`src/rtl/tinyalu_core_if.sv`:
```
// TinyALU command bus: operands, opcode and start from the initiator,
// done/result back from the ALU.
interface tinyalu_core_if #(
    parameter int DATA_W = 8
) ();
    logic [DATA_W-1:0]   A;
    logic [DATA_W-1:0]   B;
    logic [2:0]          op;
    logic                start;
    logic                done;
    logic [2*DATA_W-1:0] result;

    modport master (
        output A, B, op, start,
        input  done, result
    );

    modport slave (
        input  A, B, op, start,
        output done, result
    );
endinterface

```
`src/rtl/tinyalu_core.sv`:
```
// TinyALU responder: single-cycle add/and/xor, iterative shift-add multiply,
// one-cycle done pulse and a HOLD state so a held start never re-triggers.
module tinyalu_core #(
    parameter int DATA_W = 8
) (
    input  logic          clk,
    input  logic          reset,
    tinyalu_core_if.slave bus
);
    localparam int RES_W = 2 * DATA_W;
    localparam int CNT_W = (DATA_W > 1) ? $clog2(DATA_W) : 1;
    localparam logic [CNT_W-1:0] LAST = CNT_W'(DATA_W - 1);

    localparam logic [1:0] IDLE = 2'd0;
    localparam logic [1:0] ALU  = 2'd1;
    localparam logic [1:0] MUL  = 2'd2;
    localparam logic [1:0] HOLD = 2'd3;

    localparam logic [2:0] OP_NOP = 3'b000;
    localparam logic [2:0] OP_ADD = 3'b001;
    localparam logic [2:0] OP_AND = 3'b010;
    localparam logic [2:0] OP_XOR = 3'b011;
    localparam logic [2:0] OP_MUL = 3'b100;

    logic [1:0]        state_q, state_d;
    logic [CNT_W-1:0]  cnt_q, cnt_d;
    logic [2:0]        op_q, op_d;
    logic [DATA_W-1:0] a_q, a_d;
    logic [DATA_W-1:0] b_q, b_d;
    logic [RES_W-1:0]  mcand_q, mcand_d;
    logic [DATA_W-1:0] mplier_q, mplier_d;
    logic [RES_W-1:0]  prod_q, prod_d;
    logic [RES_W-1:0]  result_q, result_d;
    logic              done_q, done_d;
    logic [RES_W-1:0]  sum;

    always_comb begin
        state_d  = state_q;
        cnt_d    = cnt_q;
        op_d     = op_q;
        a_d      = a_q;
        b_d      = b_q;
        mcand_d  = mcand_q;
        mplier_d = mplier_q;
        prod_d   = prod_q;
        result_d = result_q;
        done_d   = 1'b0;
        // Partial product for the current multiplier bit.
        sum      = prod_q + (mplier_q[0] ? mcand_q : '0);

        case (state_q)
            IDLE: begin
                if (bus.start) begin
                    a_d      = bus.A;
                    b_d      = bus.B;
                    op_d     = bus.op;
                    mcand_d  = {{DATA_W{1'b0}}, bus.A};
                    mplier_d = bus.B;
                    prod_d   = '0;
                    cnt_d    = '0;
                    state_d  = (bus.op == OP_MUL) ? MUL : ALU;
                end
            end
            ALU: begin
                done_d  = 1'b1;
                state_d = HOLD;
                unique case (1'b1)
                    (op_q == OP_NOP): result_d = result_q;
                    (op_q == OP_ADD): result_d = RES_W'({1'b0, a_q} + {1'b0, b_q});
                    (op_q == OP_AND): result_d = RES_W'(a_q & b_q);
                    (op_q == OP_XOR): result_d = RES_W'(a_q ^ b_q);
                    default:          result_d = '0;
                endcase
            end
            MUL: begin
                prod_d   = sum;
                mcand_d  = mcand_q << 1;
                mplier_d = mplier_q >> 1;
                cnt_d    = cnt_q + 1'b1;
                if (cnt_q == LAST) begin
                    result_d = sum;
                    done_d   = 1'b1;
                    cnt_d    = '0;
                    state_d  = HOLD;
                end
            end
            HOLD: begin
                if (!bus.start) state_d = IDLE;
            end
            default: state_d = IDLE;
        endcase
    end

    always_ff @(posedge clk or posedge reset) begin
        if (reset) begin
            state_q  <= IDLE;
            cnt_q    <= '0;
            op_q     <= '0;
            a_q      <= '0;
            b_q      <= '0;
            mcand_q  <= '0;
            mplier_q <= '0;
            prod_q   <= '0;
            result_q <= '0;
            done_q   <= 1'b0;
        end else begin
            state_q  <= state_d;
            cnt_q    <= cnt_d;
            op_q     <= op_d;
            a_q      <= a_d;
            b_q      <= b_d;
            mcand_q  <= mcand_d;
            mplier_q <= mplier_d;
            prod_q   <= prod_d;
            result_q <= result_d;
            done_q   <= done_d;
        end
    end

    assign bus.done   = done_q;
    assign bus.result = result_q;
endmodule

```
`src/flat_wrapper.sv`:
```
// flat-port wrapper written by rule: the top's interface ports become plain ports
module tinyalu_core_flat 
#(
    parameter int DATA_W = 8
)
  (clk, reset, bus_A, bus_B, bus_op, bus_start, bus_done, bus_result);
  tinyalu_core_if #(.DATA_W(DATA_W)) bus_i ();
  input  logic clk;
  input  logic reset;
  input wire logic [$bits(bus_i.A)-1:0] bus_A;
  input wire logic [$bits(bus_i.B)-1:0] bus_B;
  input wire logic [$bits(bus_i.op)-1:0] bus_op;
  input wire logic [$bits(bus_i.start)-1:0] bus_start;
  output wire logic [$bits(bus_i.done)-1:0] bus_done;
  output wire logic [$bits(bus_i.result)-1:0] bus_result;
  assign bus_i.A = bus_A;
  assign bus_i.B = bus_B;
  assign bus_i.op = bus_op;
  assign bus_i.start = bus_start;
  assign bus_done = bus_i.done;
  assign bus_result = bus_i.result;
  tinyalu_core #(.DATA_W(DATA_W)) u_core (.clk(clk), .reset(reset), .bus(bus_i));
endmodule
```
`config.mk`:
```
export PLATFORM = sky130hd
export DESIGN_NAME = tinyalu_core_flat
export DESIGN_NICKNAME = d
export VERILOG_FILES = /design/src/rtl/tinyalu_core_if.sv /design/src/rtl/tinyalu_core.sv /design/src/flat_wrapper.sv
export SDC_FILE = /design/constraint.sdc
export NUM_CORES = 1
export LEC_CHECK = 0
export ABC_AREA = 1
export CORE_MARGIN = 2
export CORE_UTILIZATION = 50
export DETAILED_ROUTE_END_ITERATION = 10
export PLACE_DENSITY = 0.81
export SYNTH_ARGS = -nofsm -noshare
export SYNTH_HDL_FRONTEND = slang
export SYNTH_SLANG_ARGS = --single-unit
```
`constraint.sdc`:
```
create_clock -name clk -period 3.8 [get_ports clk]
set_clock_uncertainty 0.15 [all_clocks]
set_input_delay 0.76 -clock clk [delete_from_list [all_inputs] [get_ports clk]]
set_output_delay 0.76 -clock clk [all_outputs]
set_load 0.005 [all_outputs]
```
==> metrics.md, run 1 <==
| Metric | Value |
|---|---|
| Status | complete, no violations |
| HPWL Detailed | 8520 µm |
| Maximum VDD drop | 369 µV |
| Setup-failing EPs final | 0 |
| Synth-to-Final Area Change | 13.7% |
| First-pass GRT wire length | around 19000 µm |
| Bufs and invs on worst path | 1 |
| Post-CTS Hold Buffers | 0 |
| Final setup TNS | 0 ps |
| Worst setup startpoint | u_core.mplier_q[0] |
| Number of synthesized flops with an enable pin | 0 |
| Routed Antenna Nets | 0 |
| Leakage Power | 3.01 nW |
| Non-Filler Instances | 851 |
| Initial antenna violation count | 0 |
| Maximum level of the CTS H-tree | 3 |
| Crit Path Category | register to register |
| Endpoint class of the critical path | register |
| Per-cell routed wire length | 13.5 µm |
| IO Count | 39 |
| Hold path start | u_core.bus.result[8] |
| Tightest Hold Check Type | register to register |
| Sequential area share after synthesis | 41.2% |
| Worst-path maximum fanout | 17 |
| CP max-delay cell | dfrtp_1 |
| RSZ-0062 raised after global routing | no |
| Starting DRT DRC Count | 358 |
| Die Wd | between 100 and 150 µm |
| Average size of a mapped cell | slightly above 7 µm² |
| DRC Markers | 0 |
| Post-CTS setup buffer count | 0 |
| GRT Util Overall | 23.2% |
| Combinational share of power | 53.3% |
| Initial DRT Pass Iterations | 6 |
| Hold Vio Cnt, Final | 0 |
| Top cells by area, synth | dfrtp_1 41%, nand2_1 20%, ha_1 7.4% |
| Core area | 0.00964 mm² |
| Main synth FF type | dfrtp_1 |
| WP data arrival | roughly 2600 ps |
| Share of cells above drive strength 1 | 4.60% |
| Grt total ovfl | 0 |
| Post-detailed-routing wire length | 11500 µm |
| Post-cts gate resize count | 0 |
| Placed instance count | 835 |
| FP Rows | 36 |
| Fin crit share | around 65% |
| Clock buffer depth | 2 |
| Worst slew margin | 59.9% |
| Crit path largest cell delay | 570 ps |
| Die ar. | 0.0106 mm² |
| Pin count of the biggest net entering global routing | between 40 and 50 |
| Clock sink count | 81 |
| Seq pwr share | about a third |
| Worst-Margin Slew | 600 ps |
| Vias/cell | 5.22 |
| Crit path cell chain | nand2_1, inv_1, ha_1, fa_1, nand3_1, nand2_1, nand2_1, nand2_1, nand2_1, nand2_1, nand2_1, nand3_1, o21ai_0 |
| Crit path max-delay family | simple AND/OR/NAND/NOR gates |
| Most frequent cells in the layout | 263 x nand2_1, 81 x dfrtp_1, 80 x inv_1 |
| Starting Density | 51.0% |
| Placed Area | about 0.0054 mm² |
| Synth Register Bits | 81 |
| Share of the synthesized area in the top cell type | 41.2% |
| Most common cell after layout, fill and taps aside | nand2_1 |
| Crit-path most repeated cell | nand2_1 |
| Mapped Nets | between 700 and 800 |
| Post-route cell area | around 0.0056 mm² |
| Req. time, crit path | 3920 ps |
| # diodes | 0 |
| Switch share | 48.0% |
| Crit start category | register |
| Async SR Flop Fraction | 100% |
| Mapped Cells | between 600 and 700 |
| Fmax | roughly 400 MHz |
| PD cells | 834 mW/mm² |
| Root buf cell | clkbuf_8 |
| Synth area leader | dfrtp_1 |
| Worst-Skew Late Latency | 360 ps |
| Min Tclk post-route | 2480 ps |
| Yosys Warn Count | 0 |
| Switching pwr | 2.24 mW |
| Hold-critical path depth | 2 |
| CTS tree | yes |
| Reg2Reg Depth | 13 |
| CTS clk-pin slew, worst paths | ~100 ps |
| Clk pwr share | 14.4% |
| IO buf count | 38 |
| Mapped Area | 0.00492 mm² |
| Netlist cell types | 35 |
| Vias in the first global route | 4205 |
| CP Depth | 13 |
| Reg2reg start | u_core.mplier_q[0] |
| CTS buffer count | 9 |
| GP Congestion | 0.891 |
| Die height | 103 µm |
| Fin. max-slew vios | 0 |
| Max Cap Viol | 0 |
| DR vias | 4438 |
| Internal power | between 2 and 2.5 mW |
| Nets@finish | 766 |
layout make-up:
type	instances	area (µm²)
flip-flops and latches	81	2030
well taps	133	166
repair buffers	43	418
fillers	899	4050
clock buffers	9	124
clock inverters	7	82.6
multi-input cells	492	2440
inverters	86	329
logic make-up after synthesis:
group                      count (synthesis)  share of synthesized area (%)
and+or+nand+nor                          372                           31.1
xor gates and xnor gates                   4                          0.712
buffers and inverters                    108                           9.10
adders and majority gates                 31                           8.19
AOI/OAI and AO/OA                         85                           9.69
DFF                                       81                           41.2
routing by layer:
metal / routed length [µm] / vias to the layer above / GRT usage, %
met3: 438 / 24 / 4.50
met5: 0 / - / 0
met4: 374 / 0 / 9.72
met1: 5440 / 2085 / 30.8
li1: - / 2228 / -
met2: 5210 / 101 / 37.5
worst min-delay path: cells and delay by family (launching register included):
kind | cells | cell delay [ps]
flops | 1 | 360
simple gates | 2 | 100
metrics by stage:
stage | power, mW | worst slack, ps | hold WS, ps | util, %
2_1_floorplan | 3.37 | 810 | 298 | -
3_3_place_gp | 3.91 | 1250 | 315 | 55.9
3_5_place_dp | 3.98 | 1150 | 319 | 55.9
4_1_cts | 4.66 | 1330 | 343 | 58.0
5_1_grt | 5.11 | 1050 | 365 | 58.0
6_report | 4.66 | 1320 | 341 | 58.0
Yosys cell counts (3+ instances only):
cell and count:
dfrtp_1 81, o21ai_1 5, nand3_1 46, inv_1 81, o21ai_0 27, nor3_1 4
buf_6 3, a21oi_1 25, ha_1 29, a31oi_1 17, nand2_1 263, nand4_1 8
buf_2 9, clkbuf_1 9, nor2_1 39, inv_2 3, nor2_4 3, o22ai_1 6
sequential cells by signal (all words and copies together), names as in the netlist:
signal,count
u_core.bus.result,16
u_core.mcand_q,16
u_core.prod_q,16
u_core.a_q,8
u_core.b_q,8
u_core.mplier_q,8
u_core.cnt_q,3
u_core.op_q,3
u_core.state_q,2
u_core.bus.done,1
worst paths after layout:
| kind | end | slack [ps] |
|---|---|---|
| min reg2reg | u_core.bus.result[8] | 340 |
| max in group asynchronous | u_core.mcand_q[2] | 2120 |
| max | u_core.prod_q[12] | 1320 |
| min | u_core.bus.result[8] | 340 |
| min in group asynchronous | u_core.prod_q[8] | 600 |
| max reg2reg | u_core.prod_q[12] | 1320 |
power by group through the flow:
stage / clock [mW] / combinational [mW] / sequential [mW]
floorplan: 0 / 1.96 / 1.41
global placement: 0 / 2.41 / 1.50
detailed placement: 0 / 2.46 / 1.52
CTS: 0.686 / 2.48 / 1.50
global route: 0.725 / 2.84 / 1.55
finish: 0.672 / 2.49 / 1.50
Power figures use the tool's default switching activity.
==> inputs of run 2 (changes only) <==
--- a/config.mk
+++ b/config.mk
@@ -9,7 +9,7 @@
 export CORE_MARGIN = 2
 export CORE_UTILIZATION = 50
 export DETAILED_ROUTE_END_ITERATION = 10
-export PLACE_DENSITY = 0.81
+export PLACE_DENSITY = 0.84
 export SYNTH_ARGS = -nofsm -noshare
 export SYNTH_HDL_FRONTEND = slang
 export SYNTH_SLANG_ARGS = --single-unit
==> constraint.sdc (replaced) <==
create_clock -name clk -period 2.28 [get_ports clk]
set_clock_uncertainty 0.15 [all_clocks]
set_input_delay 0.456 -clock clk [delete_from_list [all_inputs] [get_ports clk]]
set_output_delay 0.456 -clock clk [all_outputs]
set_load 0.005 [all_outputs]
==> run 2 against run 1 <==
  * Global-route usage shrank 0.097 points
  * Clock power grew 49%
  * Combinational power grew 84%
  * Total power grew 72%
  * Final cell count grew 1.6%
  * Clock-buffer cell count grew 1
  * Sequential cell count is the same
  * Worst hold slack lost 25 ps
  * Sequential share of layout area shrank 1.3 points
  * Critical endpoint is now u_core.bus.result[14]
  * Highest routed layer unchanged
==> metrics.md, run 2 (synthesized netlist as in run 1, its figures left out) <==
| Metric | Value |
|---|---|
| Routed Antenna Nets | 0 |
| Area of the multi-input gates | roughly 0.0025 mm² |
| Post-CTS Hold Buffers | 0 |
| Most frequent cells in the layout | 260 x nand2_1, 81 x dfrtp_1, 80 x inv_1 |
| HPWL Detailed | 8990 µm |
| Grt total ovfl | 0 |
| Nets@finish | 780 |
| Leakage Power | 3.07 nW |
| Status | complete, no violations |
| CTS clk-pin slew, worst paths | 90 ps |
| CP max-delay cell | dfrtp_1 |
| GP Congestion | 0.944 |
| PD cells | 1390 mW/mm² |
| Root buf cell | clkbuf_8 |
| Maximum level of the CTS H-tree | 3 |
| Initial antenna violation count | 0 |
| Die Wd | ~100 µm |
| Fin. max-slew vios | 0 |
| Worst slew margin | 58.6% |
| Crit-path most repeated cell | nand2_1 |
| Fmax | between 400 and 500 MHz |
| Min Tclk post-route | approximately 2100 ps |
| Starting DRT DRC Count | 268 |
| CTS buffer count | 9 |
| Vias/cell | approximately 5.3 |
| CTS tree | yes |
| Worst-Skew Late Latency | roughly 370 ps |
| Pin count of the biggest net entering global routing | 44 |
| CP Depth | 12 |
| Vias in the first global route | ~4400 |
| Synth-to-Final Area Change | 17.8% |
| Req. time, crit path | approximately 2400 ps |
| Register Area | 0.00203 mm² |
| DR vias | around 4600 |
| Fin crit share | between 90% and 100% |
| Maximum VDD drop | approximately 680 µV |
| GRT Util Overall | 23.1% |
| Crit path largest cell delay | 400 ps |
| Die ar. | 0.0106 mm² |
| Clock buffer depth | 2 |
| Share of cells above drive strength 1 | 8.61% |
| Clock sink count | between 80 and 90 |
| WP data arrival | 2230 ps |
| Setup-failing EPs final | 0 |
| Crit path max-delay family | simple AND/OR/NAND/NOR gates |
| Crit start category | register |
| Reg2reg start | u_core.mplier_q[0] |
| IO buf count | 38 |
| Placed Area | about 0.0055 mm² |
| IO Count | 39 |
| Crit path cell chain | buf_4, nand2_1, inv_1, ha_1, nand2_1, nor3_2, and2_1, nand2_1, nand2_1, nand2_1, nand4_1, nand2_1 |
| Reg2Reg Depth | 12 |
| Max Cap Viol | 0 |
| Total power | 8.03 mW |
| Most common cell after layout, fill and taps aside | nand2_1 |
| Starting Density | approximately half |
| Fillers | 897 |
| Worst-Margin Slew | 621 ps |
| DRC Markers | 0 |
| Endpoint class of the critical path | register |
| Post-route cell area | 0.00579 mm² |
| Core area | roughly 0.0096 mm² |
| Initial DRT Pass Iterations | 4 |
| First-pass GRT wire length | 19300 µm |
| Crit Path Category | register to register |
| Post-detailed-routing wire length | approximately 12000 µm |
| Worst setup startpoint | u_core.mplier_q[0] |
| Hold Vio Cnt, Final | 0 |
| FP Rows | 36 |
| Bufs and invs on worst path | 2 |
| Per-cell routed wire length | 13.7 µm |
| Die height | 103 µm |
| Worst-path maximum fanout | 12 |
| # diodes | 0 |
| Tightest Hold Check Type | input port to async pin |
==> run 2: cell types whose count changed in the layout (fill, tap and decap cells not counted), moves of 2 or more <==
cell     change
buf_4       +12
a21oi_1      -5
a21oi_2      +5
ha_1         -5
o21ai_0      -5
o21ai_1      +5
ha_4         +4
nand2_1      -3
nand2_2      +3
buf_12       +2
==> run 2: metal layers <==
layer | wire length (µm) | global-route usage (%)
met1 | 5090 | 28.6
met2 | 5830 | 40.0
met3 | 549 | 3.97
met5 | 0 | 0
met4 | 357 | 10.1
==> run 2: final timing paths <==
| path | endpoint | slack, ps |
|---|---|---|
| min in group clk | u_core.bus.result[15] | 340 |
| max in group asynchronous | u_core.a_q[7] | 1120 |
| hold / removal | u_core.prod_q[4] | 320 |
| setup / recovery | u_core.bus.result[14] | 160 |
| setup reg to reg | u_core.bus.result[14] | 160 |
| hold reg to reg | u_core.bus.result[15] | 340 |
==> run 2: worst reg2reg max path, stage by stage, from the launching register on <==
cell and delay, ps:
dfrtp_1 400, buf_4 180, nand2_1 60, inv_1 50
ha_1 350, nand2_1 120, nor3_2 170, and2_1 160
nand2_1 80, nand2_1 80, nand2_1 70, nand4_1 100
nand2_1 60
==> run 2: cell type report <==
type / count / share of cell area (%)
Sequential cell: 81 / 35.0
Clock inverter: 6 / 0.821
Inverter: 86 / 5.72
Multi-Input combinational cell: 492 / 43.8
Clock buffer: 10 / 2.38
Tap cell: 133 / 2.87
Timing Repair Buffer: 57 / 9.46
==> run 2: repair_timing <==
item                       CTS  global route
buffers inserted             0             3
gates resized for setup      0            21
setup endpoints to repair    0            20
==> run 2: power breakdown <==
part | internal, mW | total, mW | switching [mW]
combinational | 1.72 | 4.57 | 2.84
sequential | 2.04 | 2.46 | 0.422
clock | 0.437 | 0.999 | 0.562
total | 4.20 | 8.03 | 3.83
==> run 2: metrics by stage <==
step / cells / setup slack [ps] / hold slack (ps) / TNS [ps] / util, %
6_report: 865 / 158 / 317 / 0 / 60.1
5_1_grt: 865 / -56.0 / 357 / -122 / 60.1
4_1_cts: 862 / 62.8 / 326 / 0 / 58.9
3_5_place_dp: 846 / 93.2 / 320 / 0 / 57.0
3_3_place_gp: 846 / 119 / 314 / 0 / 57.0
2_1_floorplan: 681 / 15.5 / 298 / 0 / -
==> edit 1 (flow settings as in run 2) <==
`result_q` no longer has a reset.
--- a/src/rtl/tinyalu_core.sv
+++ b/src/rtl/tinyalu_core.sv
@@ -101,7 +101,6 @@
             mcand_q  <= '0;
             mplier_q <= '0;
             prod_q   <= '0;
-            result_q <= '0;
             done_q   <= 1'b0;
         end else begin
             state_q  <= state_d;
@@ -112,9 +111,12 @@
             mcand_q  <= mcand_d;
             mplier_q <= mplier_d;
             prod_q   <= prod_d;
-            result_q <= result_d;
             done_q   <= done_d;
         end
+    end
+
+    always_ff @(posedge clk) begin
+        result_q <= result_d;
     end
 
     assign bus.done   = done_q;
Behaviour: differs if reset is asserted again (counterexample within 4 cycles, from zero or initial values and one cycle with reset high); with reset held inactive, the same outputs for 4 cycles.
==> edit 1 against run 2 <==
Cell area fell by 0.71%; first-iteration DRC count up 43%; area after synthesis down 1.7%; power shrank 0.97%; routed wire length fell by 0.87%; setup slack worse by 0.12 ns; sequential cell count did not move; worst hold slack improved by 0.015 ns; count of clock-buffer cells in the layout is 3 higher; largest power group unchanged.
==> edit 1: results (changes against run 2) <==
The standard cell area after detailed placement came out at 5370 sq um (-2.2%). The final-report max-slew violation count came out at 0 (unchanged). The global routing usage summed across all routing layers came to 22.7% (-0.44 points). The via-per-instance ratio is 5.38 (+2.2%). The average routed wire per standard cell is 14.4 um (+5.6%). The wire length of the first global-routing pass is 18.6 mm (-3.7%). By area the synthesized netlist is led by sky130_fd_sc_hd__dfrtp_1 (34%), sky130_fd_sc_hd__nand2_1 (19%), sky130_fd_sc_hd__edfxtp_1 (9.9%). The number of max-cap violations was 0 (unchanged). The number of levels the H-tree was split into is 3 (unchanged). The worst-case clock buffer depth came to 2 (unchanged). The time the worst path needs with I/O delays and setup is 2.24 ns (+0.120 ns). The largest fanout of any net on the critical path is 13 (+1). The number of enable-type register cells in the synthesized netlist is 16 (+16).

The root buffer cell is sky130_fd_sc_hd__clkbuf_8. The fraction of the yosys area taken by sequential cells came out at 43.6% (+2.4 points). The placement-stage worst setup slack came out at 0.0310 ns (-0.0622 ns). By count the netlist is led by sky130_fd_sc_hd__nand2_1 (241), sky130_fd_sc_hd__inv_1 (86), sky130_fd_sc_hd__dfrtp_1 (65), sky130_fd_sc_hd__nor2_1 (30), sky130_fd_sc_hd__ha_1 (29). The setup slack on the worst flop-to-flop path is 0.04 ns (-0.12 ns). The worst IR drop on VDD was 1.07 mV (+58%). The clock latency of the later-clocked register in the worst-skew pair is 0.35 ns (-0.02 ns).

The number of endpoints failing setup at the final stage was 0 (unchanged). The maximum number of pins on one net before global-route repair came out at 66 (+50%). The DRC violation total after the first TritonRoute iteration came to 383 (+43%). The half-perimeter wire length after detailed placement came to 8.25 mm (-8.2%).

On the critical path, the stage with the largest delay is an instance of sky130_fd_sc_hd__dfrtp_1. The delay of the slowest cell on the worst path came out at 0.43 ns (+0.03 ns). The number of standard cells in the final layout excluding fillers is 812 (-6.1%). The ratio of cells with drive above 1 in the final layout was 9.37% (+0.76 points). The arrival time of data at the critical path endpoint is 2.21 ns (-0.02 ns). The number of nets in the finished design is 731 (-6.3%). The number of antenna violations at the first check in global routing came out at 0 (unchanged). Clock-pin slew was measured on the worst setup and hold paths at 0.08 ns. The number of cells after detailed placement came out at 793 (-6.3%).

The flow ran to the end, and the final reports show no timing, DRC or antenna violations. The static power due to leakage is 2.95 nW (-4.0%). The first-pass iteration count of the detailed router came out at 8 (+4). The number of filler cells placed in the layout came out at 783 (-13%). The cell count after synthesis came out at 634 (-6.9%). The leftover overflow at the end of global routing is 0 (unchanged).

The via count of the first global-routing pass is 4087 (-7.4%). The power dissipated by switching net loads came to 3.47 mW (-9.5%). The worst-case hold slack is 0.332 ns (+0.0153 ns). The count of cell types in the netlist is 41 (+17%). The total clock buffers created by CTS came to 9 (unchanged).

The final weighted congestion in routability-driven placement is 0.894 (-5.3%). The relative max-transition margin is 64.6% (+6.0 points). The number of nets produced by synthesis was 687 (-6.4%).

The share of synthesized flip-flops with an asynchronous set or reset is 80.2% (-20 points).
[edit 1: power groups by stage]
stage,combinational [mW],sequential [mW],clock (mW)
2_1_floorplan,2.78,2.50,0
3_3_place_gp,3.75,2.58,0
3_5_place_dp,3.87,2.60,0
4_1_cts,3.88,2.58,1.15
5_1_grt,4.69,2.68,1.21
6_report,4.19,2.62,1.14
[edit 1: cell families after synthesis]
group                      Yosys count  synth area share (%)
xor gates and xnor gates             5                 0.906
AOI/OAI and AO/OA                   86                  10.3
adders and majority gates           31                  8.33
buffers and inverters              108                  9.39
DFF                                 81                  43.6
and+or+nand+nor                    323                  27.5
[edit 1: worst min-delay path, stage by stage]
cell and delay, ns:
sky130_fd_sc_hd__clkdlybuf4s50_1 0.41, sky130_fd_sc_hd__inv_2 0.07, sky130_fd_sc_hd__buf_12 0.31
[edit 1: layout make-up]
type	instances	area [sq um]	area share, %
clock buffer	13	170	2.96
clock inverter	3	46.3	0.805
inverter	89	337	5.85
multi-input combinational	445	2420	42.0
sequential	81	2110	36.6
tap	129	161	2.81
timing repair buffer	52	514	8.94
[edit 1: layer usage]
layer | share of wire [%] | GRT usage, % | up-vias
met5 | 0 | 0 | -
met4 | 2.3 | 8.21 | 0
met3 | 6.8 | 4.17 | 26
met2 | 49 | 36.9 | 195
met1 | 42 | 30.6 | 2029
li1 | - | - | 2116
[edit 1: final timing paths]
path | start | cells after the start | end
min reg2reg | u_core.a_q[5]$_DFFE_PP0P_ | 2 | u_core.a_q[5]$_DFFE_PP0P_
min | reset | 3 | u_core.bus.done$_DFF_PP0_
max | u_core.mplier_q[0]$_DFFE_PP0P_ | 11 | u_core.bus.result[14]$_SDFFCE_PN0P_
max reg2reg | u_core.mplier_q[0]$_DFFE_PP0P_ | 11 | u_core.bus.result[14]$_SDFFCE_PN0P_
min in group clk | u_core.a_q[5]$_DFFE_PP0P_ | 2 | u_core.a_q[5]$_DFFE_PP0P_
max in group asynchronous | reset | 3 | u_core.prod_q[6]$_DFFE_PP0P_
[edit 1: repair_timing]
| item | 4_1_cts | 5_1_grt |
|---|---|---|
| setup endpoints to repair | 0 | 17 |
| buffers inserted | 0 | 3 |
| resized for setup | 0 | 22 |
==> edit 2 (flow settings as in run 2) <==
Without the edit above. `DATA_W` is set to 8 in 3 places; all go to 4.
--- a/src/rtl/tinyalu_core_if.sv
+++ b/src/rtl/tinyalu_core_if.sv
@@ -1,7 +1,7 @@
 // TinyALU command bus: operands, opcode and start from the initiator,
 // done/result back from the ALU.
 interface tinyalu_core_if #(
-    parameter int DATA_W = 8
+    parameter int DATA_W = 4
 ) ();
     logic [DATA_W-1:0]   A;
     logic [DATA_W-1:0]   B;
--- a/src/rtl/tinyalu_core.sv
+++ b/src/rtl/tinyalu_core.sv
@@ -1,7 +1,7 @@
 // TinyALU responder: single-cycle add/and/xor, iterative shift-add multiply,
 // one-cycle done pulse and a HOLD state so a held start never re-triggers.
 module tinyalu_core #(
-    parameter int DATA_W = 8
+    parameter int DATA_W = 4
 ) (
     input  logic          clk,
     input  logic          reset,
--- a/src/flat_wrapper.sv
+++ b/src/flat_wrapper.sv
@@ -1,7 +1,7 @@
 // flat-port wrapper written by rule: the top's interface ports become plain ports
 module tinyalu_core_flat 
 #(
-    parameter int DATA_W = 8
+    parameter int DATA_W = 4
 )
   (clk, reset, bus_A, bus_B, bus_op, bus_start, bus_done, bus_result);
   tinyalu_core_if #(.DATA_W(DATA_W)) bus_i ();
Interface: changed (resized bus_A, bus_B and bus_result); port bits go from 39 to 23. No check against the original RTL was run, so the function may have changed too.
==> edit 2 against run 2 <==
Cell area down 51%; sequential cell count shrank 37; power fell by 54%; area after synthesis fell by 50%; core utilization rose by 0.20 points; global-route usage shrank 0.99 points; fmax up 2.6%; routed wire length down 56%; setup slack gained 0.054 ns.
==> edit 2: results (changes against run 2) <==
The met1 routed wirelength after detailed routing is 2.45 mm (-52%). The commonest cells after synthesis are sky130_fd_sc_hd__nand2_1 (119), sky130_fd_sc_hd__dfrtp_1 (44), sky130_fd_sc_hd__inv_1 (34), sky130_fd_sc_hd__nand3_1 (19), sky130_fd_sc_hd__nor2_1 (17). In this run the critical register-to-register path is captured at u_core.bus.result[4]$_DFFE_PP0P_.

The sum of met2 wire segment lengths after detailed routing is 2.51 mm (-57%). The met3 track demand over resource in global routing was 5.83% (+1.9 points). The average routed wire per standard cell is 12.6 um (-8.1%). The final weighted congestion in routability-driven placement came out at 0.863 (-8.5%). The worst IR drop on VDD came to 0.914 mV (+35%). The fraction of power consumed by the clock network came out at 13.5% (+1.1 points). The via count of the first global-routing pass came out at 2094 (-53%). The sequential group share of total power came out at 35.9% (+5.3 points).

The largest fanout of any net on the critical path is 9 (-3). The number of nets in the finished design is 378 (-52%). The delay of the slowest cell on the worst path is 0.48 ns (+0.08 ns). The flow ran to the end, and the final reports show no timing, DRC or antenna violations. The highest achievable clock rate was 484 MHz (+2.6%). The number of nets produced by synthesis was 353 (-52%). The arrival time of data at the critical path endpoint was 2.14 ns (-0.09 ns).

The power dissipated by switching net loads is 1.64 mW (-57%). The power in the clock group is 0.499 mW (-50%). The sum of met3 wire segment lengths after detailed routing is 195 um (-64%). The clock latency of the later-clocked register in the worst-skew pair came out at 0.29 ns (-0.08 ns). By area the synthesized netlist is led by sky130_fd_sc_hd__dfrtp_1 (44%), sky130_fd_sc_hd__nand2_1 (18%), sky130_fd_sc_hd__ha_1 (8.1%).

The maximum number of pins on one net before global-route repair came out at 23 (-48%). The number of buffers added on ports was 22 (-42%). The met1 track utilization from global routing came out at 29.9% (+1.3 points). The half-perimeter wire length after detailed placement is 3.88 mm (-57%).
[edit 2: cell count changes after synthesis, moves of 4 or more]
cell	run 2	this run
sky130_fd_sc_hd__o22ai_1	6	0
sky130_fd_sc_hd__a21oi_1	25	10
sky130_fd_sc_hd__dfrtp_1	81	44
sky130_fd_sc_hd__clkbuf_1	9	4
sky130_fd_sc_hd__nor2_1	39	17
sky130_fd_sc_hd__inv_1	81	34
sky130_fd_sc_hd__nand3_1	46	19
sky130_fd_sc_hd__nor3_1	4	0
sky130_fd_sc_hd__ha_1	29	16
sky130_fd_sc_hd__o21ai_0	27	12
sky130_fd_sc_hd__nand2_1	263	119
sky130_fd_sc_hd__a31oi_1	17	9
sky130_fd_sc_hd__buf_2	9	4
[edit 2: final cells by class]
type	instances	area (sq um)
repair buffers	27	258
inverters	37	139
flip-flops and latches	44	1100
fillers	439	1890
well taps	67	83.8
multi-input cells	231	1200
clock buffers	8	90.1
